## config.mk

```make
export PLATFORM = sky130hd
export DESIGN_NAME = mem_stage_lsu_flat
export DESIGN_NICKNAME = d
export VERILOG_FILES = /design/src/rtl/mips_pkg.sv /design/src/rtl/mem_stage_lsu_if.sv /design/src/rtl/lsu_align.sv /design/src/rtl/mem_stage_lsu.sv /design/src/flat_wrapper.sv
export SDC_FILE = /design/constraint.sdc
export NUM_CORES = 1
export LEC_CHECK = 0
export CORE_MARGIN = 10
export CORE_UTILIZATION = 47
export DETAILED_ROUTE_END_ITERATION = 8
export PLACE_DENSITY = 0.89
export REMOVE_ABC_BUFFERS = 1
export SYNTH_ARGS = -nofsm -noshare
export SYNTH_HDL_FRONTEND = slang
export SYNTH_SLANG_ARGS = --single-unit
```

## constraint.sdc

```tcl
create_clock -name clk -period 2.66 [get_ports clk]
set_input_delay 0.266 -clock clk [delete_from_list [all_inputs] [get_ports clk]]
set_output_delay 0.266 -clock clk [all_outputs]
set_load 0.005 [all_outputs]
```

## src/rtl/mips_pkg.sv

```systemverilog
// Shared MEM-stage types: access size encodings, LSU state and a
// misalignment helper used by the load/store unit.
package mips_pkg;

    typedef enum logic [1:0] {
        SZ_BYTE = 2'b00,
        SZ_HALF = 2'b01,
        SZ_WORD = 2'b10
    } mem_size_e;

    typedef enum logic [1:0] {
        IDLE = 2'b00,
        BUSY = 2'b01,
        DONE = 2'b10
    } lsu_state_e;

    // Size 2'b11 is handled exactly like a word access.
    function automatic logic is_misaligned(
        input logic [1:0] size,
        input logic [1:0] lo
    );
        logic half_bad;
        logic word_bad;
        half_bad = (size == SZ_HALF) && lo[0];
        word_bad = size[1] && (lo != 2'b00);
        return half_bad || word_bad;
    endfunction

endpackage

```

## src/rtl/mem_stage_lsu_if.sv

```systemverilog
// Data-bus bundle between the LSU (master) and the data memory
// or interconnect (slave): req/ack handshake plus payload.
interface mem_stage_lsu_if;

    logic        dbus_req;
    logic        dbus_we;
    logic [31:0] dbus_addr;
    logic [3:0]  dbus_be;
    logic [31:0] dbus_wdata;
    logic        dbus_ack;
    logic [31:0] dbus_rdata;

    modport master (
        output dbus_req,
        output dbus_we,
        output dbus_addr,
        output dbus_be,
        output dbus_wdata,
        input  dbus_ack,
        input  dbus_rdata
    );

    modport slave (
        input  dbus_req,
        input  dbus_we,
        input  dbus_addr,
        input  dbus_be,
        input  dbus_wdata,
        output dbus_ack,
        output dbus_rdata
    );

endinterface

```

## src/rtl/lsu_align.sv

```systemverilog
// Lane steering for the LSU: store byte enables / replicated data,
// and little-endian load lane select with sign or zero extension.
module lsu_align
    import mips_pkg::*;
(
    input  logic [1:0]  st_size,
    input  logic [1:0]  st_lo,
    input  logic [31:0] st_data,
    output logic [3:0]  st_be,
    output logic [31:0] st_wdata,
    input  logic [1:0]  ld_size,
    input  logic [1:0]  ld_lo,
    input  logic        ld_unsigned,
    input  logic [31:0] ld_raw,
    output logic [31:0] ld_data
);

    logic [7:0]  ld_byte;
    logic [15:0] ld_half;

    always_comb begin
        st_be    = 4'b1111;
        st_wdata = st_data;
        case (st_size)
            SZ_BYTE: begin
                st_be    = 4'b0001 << st_lo;
                st_wdata = {4{st_data[7:0]}};
            end
            SZ_HALF: begin
                st_be    = st_lo[1] ? 4'b1100 : 4'b0011;
                st_wdata = {2{st_data[15:0]}};
            end
            default: begin
                st_be    = 4'b1111;
                st_wdata = st_data;
            end
        endcase
    end

    always_comb begin
        ld_byte = ld_raw[7:0];
        case (ld_lo)
            2'd0:    ld_byte = ld_raw[7:0];
            2'd1:    ld_byte = ld_raw[15:8];
            2'd2:    ld_byte = ld_raw[23:16];
            default: ld_byte = ld_raw[31:24];
        endcase
        ld_half = ld_lo[1] ? ld_raw[31:16] : ld_raw[15:0];
    end

    always_comb begin
        ld_data = ld_raw;
        case (ld_size)
            SZ_BYTE: ld_data = {{24{ld_byte[7] & ~ld_unsigned}}, ld_byte};
            SZ_HALF: ld_data = {{16{ld_half[15] & ~ld_unsigned}}, ld_half};
            default: ld_data = ld_raw;
        endcase
    end

endmodule

```

## src/rtl/mem_stage_lsu.sv

```systemverilog
// MEM-stage load/store unit: IDLE/BUSY/DONE handshake FSM on the data bus.
// Define LSU_TIMEOUT_EN to abort bus waits after TIMEOUT_CYCLES cycles.
module mem_stage_lsu
    import mips_pkg::*;
#(
    parameter int TIMEOUT_CYCLES = 255
) (
    input  logic               clk,
    input  logic               reset_n,
    input  logic               mem_valid,
    input  logic               mem_read,
    input  logic               mem_write,
    input  logic [1:0]         mem_size,
    input  logic               mem_unsigned,
    input  logic [31:0]        mem_addr,
    input  logic [31:0]        mem_wdata,
    output logic [31:0]        mem_rdata,
    output logic               lsu_stall,
    output logic               misalign,
    output logic               bus_err,
    mem_stage_lsu_if.master    dbus
);

    lsu_state_e  state_q, state_d;
    logic        access, mis, start;
    logic        launch, finish, timeout, tmo_hit;
    logic        req_q, we_q, rd_q, uns_q;
    logic [31:0] addr_q, wdata_q, rdata_q;
    logic [3:0]  be_q;
    logic [1:0]  size_q, lo_q;
    logic [3:0]  be_w;
    logic [31:0] wdata_w, ld_ext;

    assign access = mem_valid & (mem_read | mem_write);
    assign mis    = is_misaligned(mem_size, mem_addr[1:0]);
    assign start  = access & ~mis;

    lsu_align u_align (
        .st_size     (mem_size),
        .st_lo       (mem_addr[1:0]),
        .st_data     (mem_wdata),
        .st_be       (be_w),
        .st_wdata    (wdata_w),
        .ld_size     (size_q),
        .ld_lo       (lo_q),
        .ld_unsigned (uns_q),
        .ld_raw      (dbus.dbus_rdata),
        .ld_data     (ld_ext)
    );

    always_ff @(posedge clk) begin
        if (!reset_n) state_q <= IDLE;
        else          state_q <= state_d;
    end

    always_comb begin
        state_d   = state_q;
        lsu_stall = 1'b0;
        misalign  = 1'b0;
        launch    = 1'b0;
        finish    = 1'b0;
        timeout   = 1'b0;
        unique case (state_q)
            IDLE: begin
                if (start) begin
                    launch    = 1'b1;
                    lsu_stall = 1'b1;
                    state_d   = BUSY;
                end else if (access) begin
                    misalign  = 1'b1;
                end
            end
            BUSY: begin
                lsu_stall = 1'b1;
                if (dbus.dbus_ack) begin
                    finish  = 1'b1;
                    state_d = DONE;
                end else if (tmo_hit) begin
                    timeout = 1'b1;
                    state_d = DONE;
                end
            end
            DONE:    state_d = IDLE;
            default: state_d = IDLE;
        endcase
    end

    always_ff @(posedge clk) begin
        if (!reset_n) begin
            req_q   <= 1'b0;
            we_q    <= 1'b0;
            rd_q    <= 1'b0;
            uns_q   <= 1'b0;
            addr_q  <= '0;
            be_q    <= '0;
            wdata_q <= '0;
            size_q  <= '0;
            lo_q    <= '0;
            rdata_q <= '0;
        end else begin
            if (launch) begin
                req_q   <= 1'b1;
                we_q    <= mem_write;
                rd_q    <= mem_read;
                uns_q   <= mem_unsigned;
                addr_q  <= {mem_addr[31:2], 2'b00};
                be_q    <= be_w;
                wdata_q <= wdata_w;
                size_q  <= mem_size;
                lo_q    <= mem_addr[1:0];
            end
            if (finish) begin
                req_q   <= 1'b0;
                rdata_q <= rd_q ? ld_ext : 32'h0;
            end
            if (timeout) begin
                req_q   <= 1'b0;
                rdata_q <= 32'h0;
            end
        end
    end

`ifdef LSU_TIMEOUT_EN
    localparam int CW = ($clog2(TIMEOUT_CYCLES + 1) > 8) ?
                        $clog2(TIMEOUT_CYCLES + 1) : 8;
    logic [CW-1:0] cnt_q;
    logic          err_q;

    assign tmo_hit = (cnt_q == CW'(TIMEOUT_CYCLES - 1));
    assign bus_err = err_q & (state_q == DONE);

    // Counter restarts with every launched access.
    always_ff @(posedge clk) begin
        if (!reset_n) begin
            cnt_q <= '0;
            err_q <= 1'b0;
        end else begin
            if (launch)
                cnt_q <= '0;
            else if (state_q == BUSY && !dbus.dbus_ack)
                cnt_q <= cnt_q + 1'b1;
            if (launch)
                err_q <= 1'b0;
            else if (timeout)
                err_q <= 1'b1;
        end
    end
`else
    logic unused_tmo;
    assign unused_tmo = (TIMEOUT_CYCLES != 0);
    assign tmo_hit    = 1'b0;
    assign bus_err    = 1'b0;
`endif

    assign mem_rdata       = (state_q == DONE) ? rdata_q : 32'h0;
    assign dbus.dbus_req   = req_q;
    assign dbus.dbus_we    = we_q;
    assign dbus.dbus_addr  = addr_q;
    assign dbus.dbus_be    = be_q;
    assign dbus.dbus_wdata = wdata_q;

endmodule

```

## src/flat_wrapper.sv

```systemverilog
// flat-port wrapper written by rule: the top's interface ports become plain ports
module mem_stage_lsu_flat import mips_pkg::*;
#(
    parameter int TIMEOUT_CYCLES = 255
)
  (clk, reset_n, mem_valid, mem_read, mem_write, mem_size, mem_unsigned, mem_addr, mem_wdata, mem_rdata, lsu_stall, misalign, bus_err, dbus_dbus_req, dbus_dbus_we, dbus_dbus_addr, dbus_dbus_be, dbus_dbus_wdata, dbus_dbus_ack, dbus_dbus_rdata);
  mem_stage_lsu_if dbus_i ();
  input  logic clk;
  input  logic reset_n;
  input  logic mem_valid;
  input  logic mem_read;
  input  logic mem_write;
  input  logic [1:0] mem_size;
  input  logic mem_unsigned;
  input  logic [31:0] mem_addr;
  input  logic [31:0] mem_wdata;
  output logic [31:0] mem_rdata;
  output logic lsu_stall;
  output logic misalign;
  output logic bus_err;
  output wire logic [$bits(dbus_i.dbus_req)-1:0] dbus_dbus_req;
  output wire logic [$bits(dbus_i.dbus_we)-1:0] dbus_dbus_we;
  output wire logic [$bits(dbus_i.dbus_addr)-1:0] dbus_dbus_addr;
  output wire logic [$bits(dbus_i.dbus_be)-1:0] dbus_dbus_be;
  output wire logic [$bits(dbus_i.dbus_wdata)-1:0] dbus_dbus_wdata;
  input wire logic [$bits(dbus_i.dbus_ack)-1:0] dbus_dbus_ack;
  input wire logic [$bits(dbus_i.dbus_rdata)-1:0] dbus_dbus_rdata;
  assign dbus_dbus_req = dbus_i.dbus_req;
  assign dbus_dbus_we = dbus_i.dbus_we;
  assign dbus_dbus_addr = dbus_i.dbus_addr;
  assign dbus_dbus_be = dbus_i.dbus_be;
  assign dbus_dbus_wdata = dbus_i.dbus_wdata;
  assign dbus_i.dbus_ack = dbus_dbus_ack;
  assign dbus_i.dbus_rdata = dbus_dbus_rdata;
  mem_stage_lsu #(.TIMEOUT_CYCLES(TIMEOUT_CYCLES)) u_core (.clk(clk), .reset_n(reset_n), .mem_valid(mem_valid), .mem_read(mem_read), .mem_write(mem_write), .mem_size(mem_size), .mem_unsigned(mem_unsigned), .mem_addr(mem_addr), .mem_wdata(mem_wdata), .mem_rdata(mem_rdata), .lsu_stall(lsu_stall), .misalign(misalign), .bus_err(bus_err), .dbus(dbus_i));
endmodule
```

## Word level (Yosys, flattened, before mapping)

Cells that the tools add are included.
Widths: inputs -> output; s select.

| cells by class | value |
|---|---|
| eq/ne operators | 8 |
| shift-type cells | 1 |
| multiplexer cells | 19 |
| bitwise operators | 8 |
| reductions and logical operators | 10 |

Operator list:

| kind | number |
|---|---|
| $pmux 32 s2 | 2 |
| $mux 32 | 2 |
| $pmux 8 s3 | 1 |
| $mux 16 | 1 |
| $eq 2x1->1 const B | 4 |
| $logic_not 2->1 | 4 |
| $pmux 4 s2 | 1 |
| $mux 1 | 7 |
| $and 1x1->1 | 4 |
| $eq 2x2->1 const B | 2 |
| $mux 2 | 2 |
| $mux 4 | 1 |
| $pmux 2 s2 | 1 |
| $shl 1x2->4 const A | 1 |
| $not 1->1 | 3 |
| $logic_and 1x1->1 | 2 |
| $ne 2x1->1 const B | 1 |
| $ne 2x2->1 const B | 1 |
| $pmux 1 s2 | 1 |
| $reduce_and 2->1 | 1 |
| $reduce_bool 2->1 | 1 |
| $reduce_or 2->1 | 1 |
| $logic_or 1x1->1 | 1 |
| $or 1x1->1 | 1 |

| word-level totals | value |
|---|---|
| bits in registers | 108 |
| input bits | 105 |
| output and inout bits | 105 |
| logic and storage cells | 57 |

## Depth between registers and ports, before layout

Gate-level depths: netlist of the first run.

| depth | value |
|---|---|
| word-level depth | 7 |
| mapped depth | 7 |

## Cells and area by module

Synthesis of the first run repeated with hierarchy kept, for this count alone.

| second synthesis, totals | value |
|---|---|
| cell total of the unflattened synthesis | 627 |
| area total of the unflattened synthesis | 5585.4 µm² |

Modules (own cells, without submodules):

| module | instances | cells each | area an instance (µm²) | seq. area each (µm²) |
|---|---|---|---|---|
| mem_stage_lsu | 1 | 445 | 4301.6 | 2162.1 |
| lsu_align | 1 | 182 | 1283.7 | 0.0 |

## Least setup slack after synthesis of the first run

OpenSTA, ideal clock, no wires.

| path | value |
|---|---|
| kind | reg2reg |
| start point | register u_core.size_q[1] |
| end point | register u_core.rdata_q[21] |
| library setup time | 58 ps |
| arrival | 1645 ps |
| required time | 2602 ps |
| path slack | 957 ps |
| stages on the path, launching flop included | 6 |
| path buffers | 1 |
| clock period less this slack | 1703 ps |
| path through | dfxtp_1 or3_1 or2_1 a2111oi_4 buf_6 a221o_2 |

| between the ends | value |
|---|---|
| cells in the longest elaborated chain, start to end | 3 |
| elaborated cells on any way between the ends | 4 |

RTL lines:

| item | RTL line | RTL |
|---|---|---|
| start, declared | mem_stage_lsu.sv:30 | `logic [1:0] size_q, lo_q;` |
| start signal, assigned | mem_stage_lsu.sv:109 | `size_q <= mem_size;` |
| $eq 2x1->1 or $logic_not 2->1 (tied branches) | lsu_align.sv:53 | `case (ld_size)` |
| $pmux 32 s2 * | lsu_align.sv:53 |  |
| $mux 32 * | mem_stage_lsu.sv:114 | `rdata_q <= rd_q ? ld_ext : 32'h0;` |
| end signal, assigned | mem_stage_lsu.sv:114 |  |
| end, declared | mem_stage_lsu.sv:28 | `logic [31:0] addr_q, wdata_q, rdata_q;` |

Mark *: on every way between the ends. The rest lies on a longest branch, timed or not.
A chain may end at the register's enable or synchronous reset.

## Worst setup path in the final report of the first run

| path | value |
|---|---|
| start point | input mem_size[1] |
| end point | output misalign |

| between the ends | value |
|---|---|
| cells in the longest elaborated chain, start to end | 7 |
| elaborated cells on any way between the ends | 8 |

RTL lines:

| item | RTL line | RTL |
|---|---|---|
| start, declared | flat_wrapper.sv:13 | `input logic [1:0] mem_size;` |
| $eq 2x1->1 | mips_pkg.sv:24 | `half_bad = (size == SZ_HALF) && lo[0];` |
| $logic_and 1x1->1 | mips_pkg.sv:24 |  |
| $logic_or 1x1->1 * | mips_pkg.sv:26 | `return half_bad \|\| word_bad;` |
| $not 1->1 * | mem_stage_lsu.sv:36 | `assign start = access & ~mis;` |
| $and 1x1->1 * | mem_stage_lsu.sv:36 |  |
| $mux 1 * | mem_stage_lsu.sv:65 | `if (start) begin` |
| $mux 1 * | mem_stage_lsu.sv:63 | `unique case (state_q)` |
| end, declared | flat_wrapper.sv:19 | `output logic misalign;` |

Marks and branches as above.

==> impl_metrics.tcl, run 1 <==
set metrics [dict create \
    crit_buf_inv 3 \
    synthMuxAreaShare_pct 6.633 \
    total_leakage_power_uw 0.002697 \
    syn2layout_area_growth_pct 44.99 \
    slew_headroom_pct 47.93 \
    cts_made_buffers 9 \
    cp-start-kind "input port" \
    clk-insertion-delay-late_ns 0.37 \
    design_area_um2 7440 \
    critPathRequiredTime_ns 2.39 \
    cts_resized 0 \
    ys_seq_area_share_pct 42.14 \
    slowest_stage "clkdlybuf4s50_1" \
    crit_family "buffers and inverters" \
    maxCapViolations 0 \
    cts_tree "done" \
    gp_congestion 0.8901 \
    coreArea_um2 10750 \
    worstSetupPathType "in2out" \
    grt_usage_pct 22.58 \
    dr.pass1.iters 7 \
    worstHoldPathType "in2reg" \
    finalCritPeriodShare_pct 88.33 \
    yosys_warnings 0 \
    fmax_ghz 0.4256 \
    skew_ns 0.01831 \
    drive_gt1_share_pct 7.289 \
    pin_count 210 \
    clk_pin_slew_worst_paths_ns 0.10 \
    setup_viol 0 \
    dpl.hpwl_um 13570 \
    crit_cells 5 \
    cp_data_arrival_time_ns 2.08 \
    post-route-drc-count 0 \
    initialDrtViolationCount 574 \
    start_util_pct 47.75 \
    hold_viol 0 \
    outcome "finished, final reports clean" \
    wl_per_cell_um 20.15 \
    worst_setup_path_end_kind "output pin" \
    synth_cell_types 42 \
    die_h_um 124.5 \
    synthXorXnorAreaFrac_pct 0 \
    drv_slew 0 \
    synth-edff-count 0 \
    syn_area_um2 5131 \
    grt_pass1_vias 5465 \
    synth_seq_cells 108 \
    grt-ovfl-total 0 \
    rr_worst_depth 4 \
    placed_cell_area_um2 7257 \
    antenna_found_initial 0 \
    fill_cells 873 \
    fin_crit_ns 2.350 \
    routed_via_density 5.935 \
    rsz0062_at_grt "false" \
    multi_input_area_um2 2680 \
    die_area_um2 15500 \
    synth_simple_gate_area_share_pct 15.95 \
    max-clock-path-buffers 2 \
    cts-hold-fix-buffers 0 \
    routed_wl_um 18580 \
    cts_setup_buffers 0 \
    fin_nets 883 \
    synth-compound-area-share_pct 29.21 \
    seq_area_um2 2162 \
    irDropWorstVdd_mv 0.2891 \
    syn_inst 607 \
    synthAdderAreaFrac_pct 0 \
    row_count 38 \
    worstPathCellList "clkdlybuf4s50_1, buf_4, a22oi_2, nor2_1, clkdlybuf4s50_1" \
    grt_pass1_wl_um 29480 \
    synth-async-reset-ratio_pct 0 \
    cpMostUsedCell "clkdlybuf4s50_1" \
    tns_ns 0 \
    hold_depth 3 \
    num_antenna_cells 0 \
    cp_max_fo 30 \
    portBuffers 206 \
    cts_root_buffer "clkbuf_8" \
    num_vias 5472 \
    die_x_um 124.5 \
    synthFlopType "dfxtp_1" \
    crit_path_max_incr_delay_ns 0.56 \
    postRouteAntennaNets 0 \
    worst_pin_slew_ns 0.7810 \
    htree_levels 3 \
    avgSynthCellArea_um2 8.453 \
    power_density_nw_per_um2 454.8 \
    synth_top_family_by_area "compound AO/OA/AOI/OAI gates" \
    grt_max_degree 74 \
    cts.sinks 108 \
    rrSetupSlack_ns 0.66 \
]
==> cell type report <==
type                            count  share of cell area [%]
Clock buffer                       10                   1.850
Clock inverter                      5                  0.6054
Inverter                            6                  0.3027
Multi-Input combinational cell    428                   36.02
Sequential cell                   108                   29.06
Tap cell                          140                   2.355
Timing Repair Buffer              225                   29.80
==> flip-flops by register name, summed over array words and instances (netlist names) <==
signal                  count
u_core.dbus.dbus_be         4
u_core.dbus.dbus_we         1
u_core.dbus.dbus_addr      30
u_core.dbus.dbus_req        1
u_core.rdata_q             32
u_core.state_q              2
u_core.lo_q                 2
u_core.dbus.dbus_wdata     32
u_core.uns_q                1
u_core.size_q               2
u_core.rd_q                 1
==> tightest hold or removal path, cell delays in order <==
cell and delay, ns:
clkdlybuf4s50_1 0.39, nand3_1 0.06, a21oi_1 0.05
==> layout by cell type (no fill, tap or decap), types with 9 or more instances in the layout <==
master / netlist / layout
clkdlybuf4s50_1: 0 / 206
clkbuf_8: 0 / 10
a21oi_1: 90 / 90
a221o_2: 10 / 10
o21ai_0: 81 / 81
a211oi_1: 18 / 18
buf_4: 4 / 18
mux2i_1: 25 / 25
nor2_1: 9 / 9
and2_1: 33 / 33
nand3_1: 54 / 54
dfxtp_1: 108 / 108
nand2_1: 21 / 21
nand2b_1: 9 / 9
==> cells by family after synthesis <==
group,Yosys count
compound gates,242
simple gates,150
flops,108
buf+inv,73
mux,33
other cells,1
==> where the power goes <==
part           internal [uW]  switching (uW)  total (uW)
clock network            375             577         952
registers               1680            44.4        1720
logic                    362             345         707
==> path summary, 6_finish.rpt <==
kind                                                     start                                      to
worst max-delay path                               mem_size[1]                                misalign
worst min-delay path                              mem_addr[13]  u_core.dbus.dbus_addr[13]$_SDFFE_PN0P_
worst max register to register     u_core.lo_q[1]$_SDFFE_PN0P_          u_core.rdata_q[9]$_SDFFE_PN0P_
worst min register to register  u_core.rdata_q[1]$_SDFFE_PN0P_          u_core.rdata_q[1]$_SDFFE_PN0P_
==> layer usage <==
layer / vias up / GRT usage (%) / part of all wire [%]
li1: 2553 / - / -
met1: 2619 / 27.24 / 40
met2: 287 / 37.22 / 48
met3: 13 / 8.553 / 11
met4: 0 / 5.003 / 0.62
met5: - / 0 / 0
==> metrics by stage <==
stage	total power, uW	utilization, %	cells	worst slack [ns]	hold slack [ns]
finish	3384	69.24	922	0.3104	0.4504
global route	3523	69.24	922	0.2690	0.4504
CTS	3396	69.24	922	0.3192	0.4333
detailed placement	2459	67.54	907	0.2372	0.4404
global placement	2439	67.54	907	0.2856	0.4299
floorplan	2020	-	542	-1.347	0.3835
==> synth_stat cells, drive strengths merged, types with 2 or more instances <==
library cell	number	area, um2
buf	19	105.1
o21ai	81	405.4
nor2	9	33.78
a211oi	18	135.1
and3	6	37.54
a22o	2	17.52
nand2	21	78.83
a21oi	90	450.4
clkbuf	48	180.2
a32o	8	80.08
mux2i	25	250.2
a221o	16	172.7
o31ai	6	45.04
a211o	6	52.55
mux2	8	90.09
and3b	6	52.55
or3	7	43.79
and2	33	206.5
inv	5	18.77
a22oi	2	15.01
o21a	2	15.01
a31oi	2	12.51
or2	2	12.51
nand3	54	270.3
and4b	2	20.02
a311oi	2	17.52
nand2b	9	56.30
dfxtp	108	2162
Note: power is estimated with default switching activity, not from simulation.
==> run 2, diff against run 1 <==
GPL_TIMING_DRIVEN = 0   (was unset)
SKIP_LAST_GASP = 1   (was unset)
==> run 2 against run 1 <==
Effect of this change:
- combinational power increased by 2.8%
- clock skew decreased by 0.0075 ns
- setup slack got worse by 0.15 ns
- largest power group unchanged
- critical endpoint is now lsu_stall
- flip-flop and latch count unchanged
- clock-buffer cell count unchanged
- sequential share of layout area decreased by 0.28 points
- routed wire length increased by 5.3%
- register-to-register slack got worse by 0.45 ns
==> impl_metrics.tcl, run 2 (synthesized netlist as in run 1, its figures left out) <==
set metrics [dict create \
    slowest_stage "clkdlybuf4s50_1" \
    cts_root_buffer "clkbuf_8" \
    fin_nets 877 \
    critPathRequiredTime_ns 2.39 \
    worstHoldPathType "in2reg" \
    grt_usage_pct 23.28 \
    power_density_nw_per_um2 469.0 \
    maxCapViolations 0 \
    worstSetupPathType "in2out" \
    drive_gt1_share_pct 7.593 \
    worstPathCellList "clkdlybuf4s15_2, or2_4, a22o_4, o21ai_0, clkdlybuf4s50_1" \
    total_leakage_power_uw 0.002700 \
    hold_viol 0 \
    tns_ns 0 \
    htree_levels 3 \
    stdcell_count 917 \
    pin_count 210 \
    fmax_ghz 0.4001 \
    post-route-drc-count 0 \
    outcome "finished, final reports clean" \
    grt_max_degree 74 \
    postRouteAntennaNets 0 \
    final_cell_mix "204 x clkdlybuf4s50_1, 108 x dfxtp_1, 90 x a21oi_1, 81 x o21ai_0, 54 x nand3_1" \
    setup.worst_path.start "mem_size[0]" \
    cp_max_fo 28 \
    die_h_um 124.5 \
    crit_family "buffers and inverters" \
    worst_pin_slew_ns 1.103 \
    rrSetupSlack_ns 0.21 \
    row_count 38 \
    initialDrtViolationCount 567 \
    clk_pin_slew_worst_paths_ns 0.11 \
    r2r-end "u_core.rdata_q[29]$_SDFFE_PN0P_" \
    cts-hold-fix-buffers 0 \
    highest_layer "met4" \
    irDropWorstVdd_mv 0.4382 \
    syn2layout_area_growth_pct 46.40 \
    met2_length_um 9324 \
    coreArea_um2 10750 \
    cp-start-kind "input port" \
    r2r-start "u_core.size_q[1]$_SDFFE_PN0P_" \
    dr.pass1.iters 5 \
    grt_pass1_vias 5596 \
    dpl.cell_count 898 \
    rsz0062_at_grt "false" \
    cts_tree "done" \
    dpl.hpwl_um 13870 \
    num_vias 5488 \
    crit_path_max_incr_delay_ns 0.56 \
    placed_cell_area_um2 7247 \
    portBuffers 206 \
    clk-insertion-delay-late_ns 0.38 \
    crit_cells 5 \
    rr_worst_depth 3 \
    fin_crit_ns 2.500 \
    dr_wl_met3_um 2191 \
    design_area_um2 7512 \
    drv_slew 0 \
    cts_made_buffers 9 \
    whs_ns 0.4385 \
    wl_met1_um 7687 \
    start_util_pct 47.75 \
    cts.sinks 108 \
    routed_wl_um 19560 \
    final_common_cell "clkdlybuf4s50_1" \
    die_area_um2 15500 \
    grt_pass1_wl_um 30230 \
    worst_setup_path_end_kind "output pin" \
    grt-ovfl-total 0 \
    min_from "mem_addr[6]" \
    skew_ns 0.01080 \
    num_antenna_cells 0 \
    setup_viol 0 \
    crit_end "lsu_stall" \
    wl_per_cell_um 21.32 \
    cp_data_arrival_time_ns 2.23 \
    slew_headroom_pct 26.36 \
    max-clock-path-buffers 2 \
    gp_congestion 0.8582 \
    finalCritPeriodShare_pct 93.97 \
    routed_via_density 5.985 \
    die_x_um 124.5 \
    antenna_found_initial 0 \
    crit_buf_inv 2 \
]
-- run 2: worst min-delay path by stage --
stage	to	slack (ns)	cells after the start
global route	u_core.dbus.dbus_addr[26]$_SDFFE_PN0P_	0.44	3
global placement	u_core.rdata_q[2]$_SDFFE_PN0P_	0.43	2
floorplan	u_core.state_q[0]$_SDFFE_PN0P_	0.38	1
CTS	u_core.dbus.dbus_addr[7]$_SDFFE_PN0P_	0.43	3
detailed placement	u_core.rdata_q[4]$_SDFFE_PN0P_	0.43	2
finish	u_core.dbus.dbus_addr[6]$_SDFFE_PN0P_	0.44	3
-- run 2: repair_timing --
action | CTS | global route
pin swaps | 0 | 2
resized for setup | 13 | 2
setup buffers | 0 | 2
gates cloned | 0 | 1
endpoints found under the setup margin | 111 | 50
-- run 2: worst reg2reg max path: cells and delay by family (launching register included) --
kind,cells,cell delay [ns]
flip-flops,1,1.06
AND/OR/NAND/NOR,1,0.66
buffers and inverters,1,0.40
AO/OA/AOI/OAI,1,0.28
-- run 2: area by class of cell --
type	count	area, um2
inverters	6	22.52
flip-flops and latches	108	2162
repair buffers	218	2213
well taps	140	175.2
clock buffers	10	137.6
multi-input cells	429	2730
clock inverters	6	71.32
fillers	834	3233
-- run 2: per-layer routing --
metal / track usage, % / vias up
met3: 10.09 / 29
li1: - / 2548
met1: 26.72 / 2611
met2: 38.18 / 300
met5: 0 / -
met4: 7.128 / 0
-- run 2: where the power goes --
group	internal [uW]	total [uW]	switching, uW
Clock	472	1060	592
Combinational	371	727	356
Sequential	1680	1730	52.4
-- run 2: per-stage QoR --
stage | power (uW) | setup WS, ns | util, %
after global routing | 3651 | 0.04454 | 69.91
after detailed placement | 2471 | -1.393 | 67.44
final | 3524 | 0.1604 | 69.91
after global placement | 2412 | -4.327 | 65.99
after CTS | 3517 | 0.008346 | 69.49
after floorplan | 2020 | -1.347 | -
==> run 3, diff against run 2 <==
--- a/config.mk
+++ b/config.mk
@@ -7,2 +7,3 @@
 export LEC_CHECK = 0
+export CAP_MARGIN = 20
 export CORE_MARGIN = 10
==> constraint.sdc (replaced) <==
create_clock -name clk -period 2.66 [get_ports clk]
set_input_delay 0.665 -clock clk [delete_from_list [all_inputs] [get_ports clk]]
set_output_delay 0.665 -clock clk [all_outputs]
set_load 0.005 [all_outputs]
==> run 3 against run 2 <==
Effect of this change:
- total power up 6.3%
- clock-buffer cell count up 1
- sequential share of layout area down 0.65 points
- global-route usage up 0.89 points
- maximum frequency down 4.9%
- non-clock buffer count up 11
- via count up 2.6%
- setup slack worse by 0.13 ns
==> impl_metrics.tcl, run 3 (synthesized netlist as in run 1, its figures left out) <==
set metrics [dict create \
    fmax_ghz 0.3804 \
    placed_cell_area_um2 7269 \
    design_area_um2 7685 \
    postRouteAntennaNets 0 \
    outcome "finished, final reports clean" \
    worstHoldPathType "reg2reg" \
    slew_headroom_pct 28.81 \
    hold_depth 2 \
    gp_congestion 0.8582 \
    die_h_um 124.5 \
    critPathRequiredTime_ns 2.00 \
    maxCapViolations 0 \
    grt_max_degree 74 \
    pin_count 210 \
    cp_max_fo 33 \
    die_area_um2 15500 \
    total_leakage_power_uw 0.002820 \
    top_usage_layer "met2" \
    grt_pass1_wl_um 31150 \
    clk_pin_slew_worst_paths_ns 0.10 \
    cp_data_arrival_time_ns 1.96 \
    worst_setup_path_end_kind "output pin" \
    min_from "u_core.rdata_q[0]$_SDFFE_PN0P_" \
    post-route-drc-count 0 \
    power.share.combinational_pct 20.0 \
    met1_usage_pct 26.88 \
    irDropWorstVdd_mv 0.3842 \
    wl_per_cell_um 21.34 \
    multi_input_area_um2 2738 \
    use_met2_pct 40.73 \
    min_to "u_core.rdata_q[0]$_SDFFE_PN0P_" \
    grt_pass1_vias 5703 \
    routed_via_density 6.062 \
    grt_usage_pct 24.17 \
    num_antenna_cells 0 \
    cts.sinks 108 \
    use_met3_pct 11.11 \
    rr_worst_depth 4 \
    start_util_pct 47.75 \
    power.total_uw 3744 \
    antenna_found_initial 0 \
    fill_cells 805 \
    post-route-util_pct 71.52 \
    r2r-start "u_core.size_q[1]$_SDFFE_PN0P_" \
    die_x_um 124.5 \
    worstSetupPathType "in2out" \
    routed_wl_um 19830 \
    final_common_cell "clkdlybuf4s50_1" \
    hold_viol 0 \
    cp-start-kind "input port" \
    coreArea_um2 10750 \
    r2r-end "u_core.rdata_q[15]$_SDFFE_PN0P_" \
    cts_root_buffer "clkbuf_8" \
    netSwitchingFraction_pct 26.59 \
    dpl.hpwl_um 13980 \
    num_vias 5632 \
    skew_ns 0.006921 \
    seq_area_um2 2162 \
    drv_slew 0 \
    fin_nets 889 \
    dr.pass1.iters 5 \
    setup_viol 0 \
    pwr-share-seq_pct 46.3 \
    htree_levels 3 \
    rrSetupSlack_ns 0.22 \
    p_clk_share_pct 33.7 \
    max-clock-path-buffers 2 \
    final_cell_mix "197 x clkdlybuf4s50_1, 108 x dfxtp_1, 90 x a21oi_1, 81 x o21ai_0, 54 x nand3_1" \
    row_count 38 \
    worst_pin_slew_ns 1.066 \
    finalCritPeriodShare_pct 98.84 \
    drive_gt1_share_pct 8.999 \
    cts-hold-fix-buffers 0 \
    p_sw_uw 995.5 \
    portBuffers 206 \
    cts_tree "done" \
    cts_made_buffers 9 \
    fin_crit_ns 2.629 \
    grt-ovfl-total 0 \
    internal-power_uw 2748 \
    power_density_nw_per_um2 487.2 \
    initialDrtViolationCount 445 \
    syn2layout_area_growth_pct 49.77 \
    clk-insertion-delay-late_ns 0.38 \
]
## run 3: cell types whose count changed in the layout (fill, tap and decap cells not counted), moves of 2 or more
cell | previous run | this run
bufinv_16 | 1 | 3
dlygate4sd2_1 | 0 | 6
buf_4 | 5 | 14
clkbuf_8 | 10 | 12
clkdlybuf4s50_1 | 204 | 197
## run 3: through the flow
stage	TNS (ns)	setup WS (ns)	cells	hold slack (ns)
finish	0	0.03099	929	0.4564
global route	-0.003619	-0.003619	929	0.4837
CTS	0	0.01355	925	0.4588
detailed placement	-84.58	-1.928	900	0.4352
global placement	-419.59	-5.125	888	0.4335
floorplan	-137.19	-1.903	542	0.4167
## run 3: layout make-up
| cell class | instances | area share [%] |
|---|---|---|
| Multi-Input combinational cell | 430 | 35.62 |
| Inverter | 6 | 0.2931 |
| Timing Repair Buffer | 229 | 30.32 |
| Clock inverter | 5 | 1.384 |
| Clock buffer | 11 | 1.970 |
| Sequential cell | 108 | 28.13 |
| Tap cell | 140 | 2.279 |
## run 3: power groups by stage
stage / clock [uW] / combinational, uW / sequential (uW)
6_report: 1260 / 750 / 1730
5_1_grt: 1330 / 805 / 1740
4_1_cts: 1260 / 739 / 1730
3_5_place_dp: 0 / 707 / 1770
3_3_place_gp: 0 / 651 / 1760
2_1_floorplan: 0 / 258 / 1760
## run 3: worst max-delay path, cell delays in order
cell and delay [ns]:
buf_8 0.16, or2_4 0.30, a22oi_2 0.21, buf_8 0.14
buf_8 0.15, nor2_1 0.05, dlygate4sd2_1 0.26
## run 3: worst max path at each step
stage / start / to / slack (ns) / cells past startpoint
6_report: mem_size[1] / misalign / 0.03 / 7
5_1_grt: mem_size[1] / misalign / -0.004 / 7
4_1_cts: u_core.size_q[1]$_SDFFE_PN0P_ / u_core.rdata_q[18]$_SDFFE_PN0P_ / 0.01 / 3
3_5_place_dp: mem_size[1] / lsu_stall / -1.93 / 6
3_3_place_gp: mem_size[1] / misalign / -5.12 / 5
2_1_floorplan: mem_size[1] / misalign / -1.90 / 3
## run 3: repair_timing
action,in CTS,in global routing
pin swaps,5,3
cloned,3,0
setup buffers,7,3
setup endpoints to repair,109,26
gates resized for setup,25,3
## run 3: per-layer routing
metal	vias to the layer above	part of all wire (%)
li1	2576	-
met1	2741	39
met2	281	48
met3	34	11
met4	0	1.9
met5	-	0
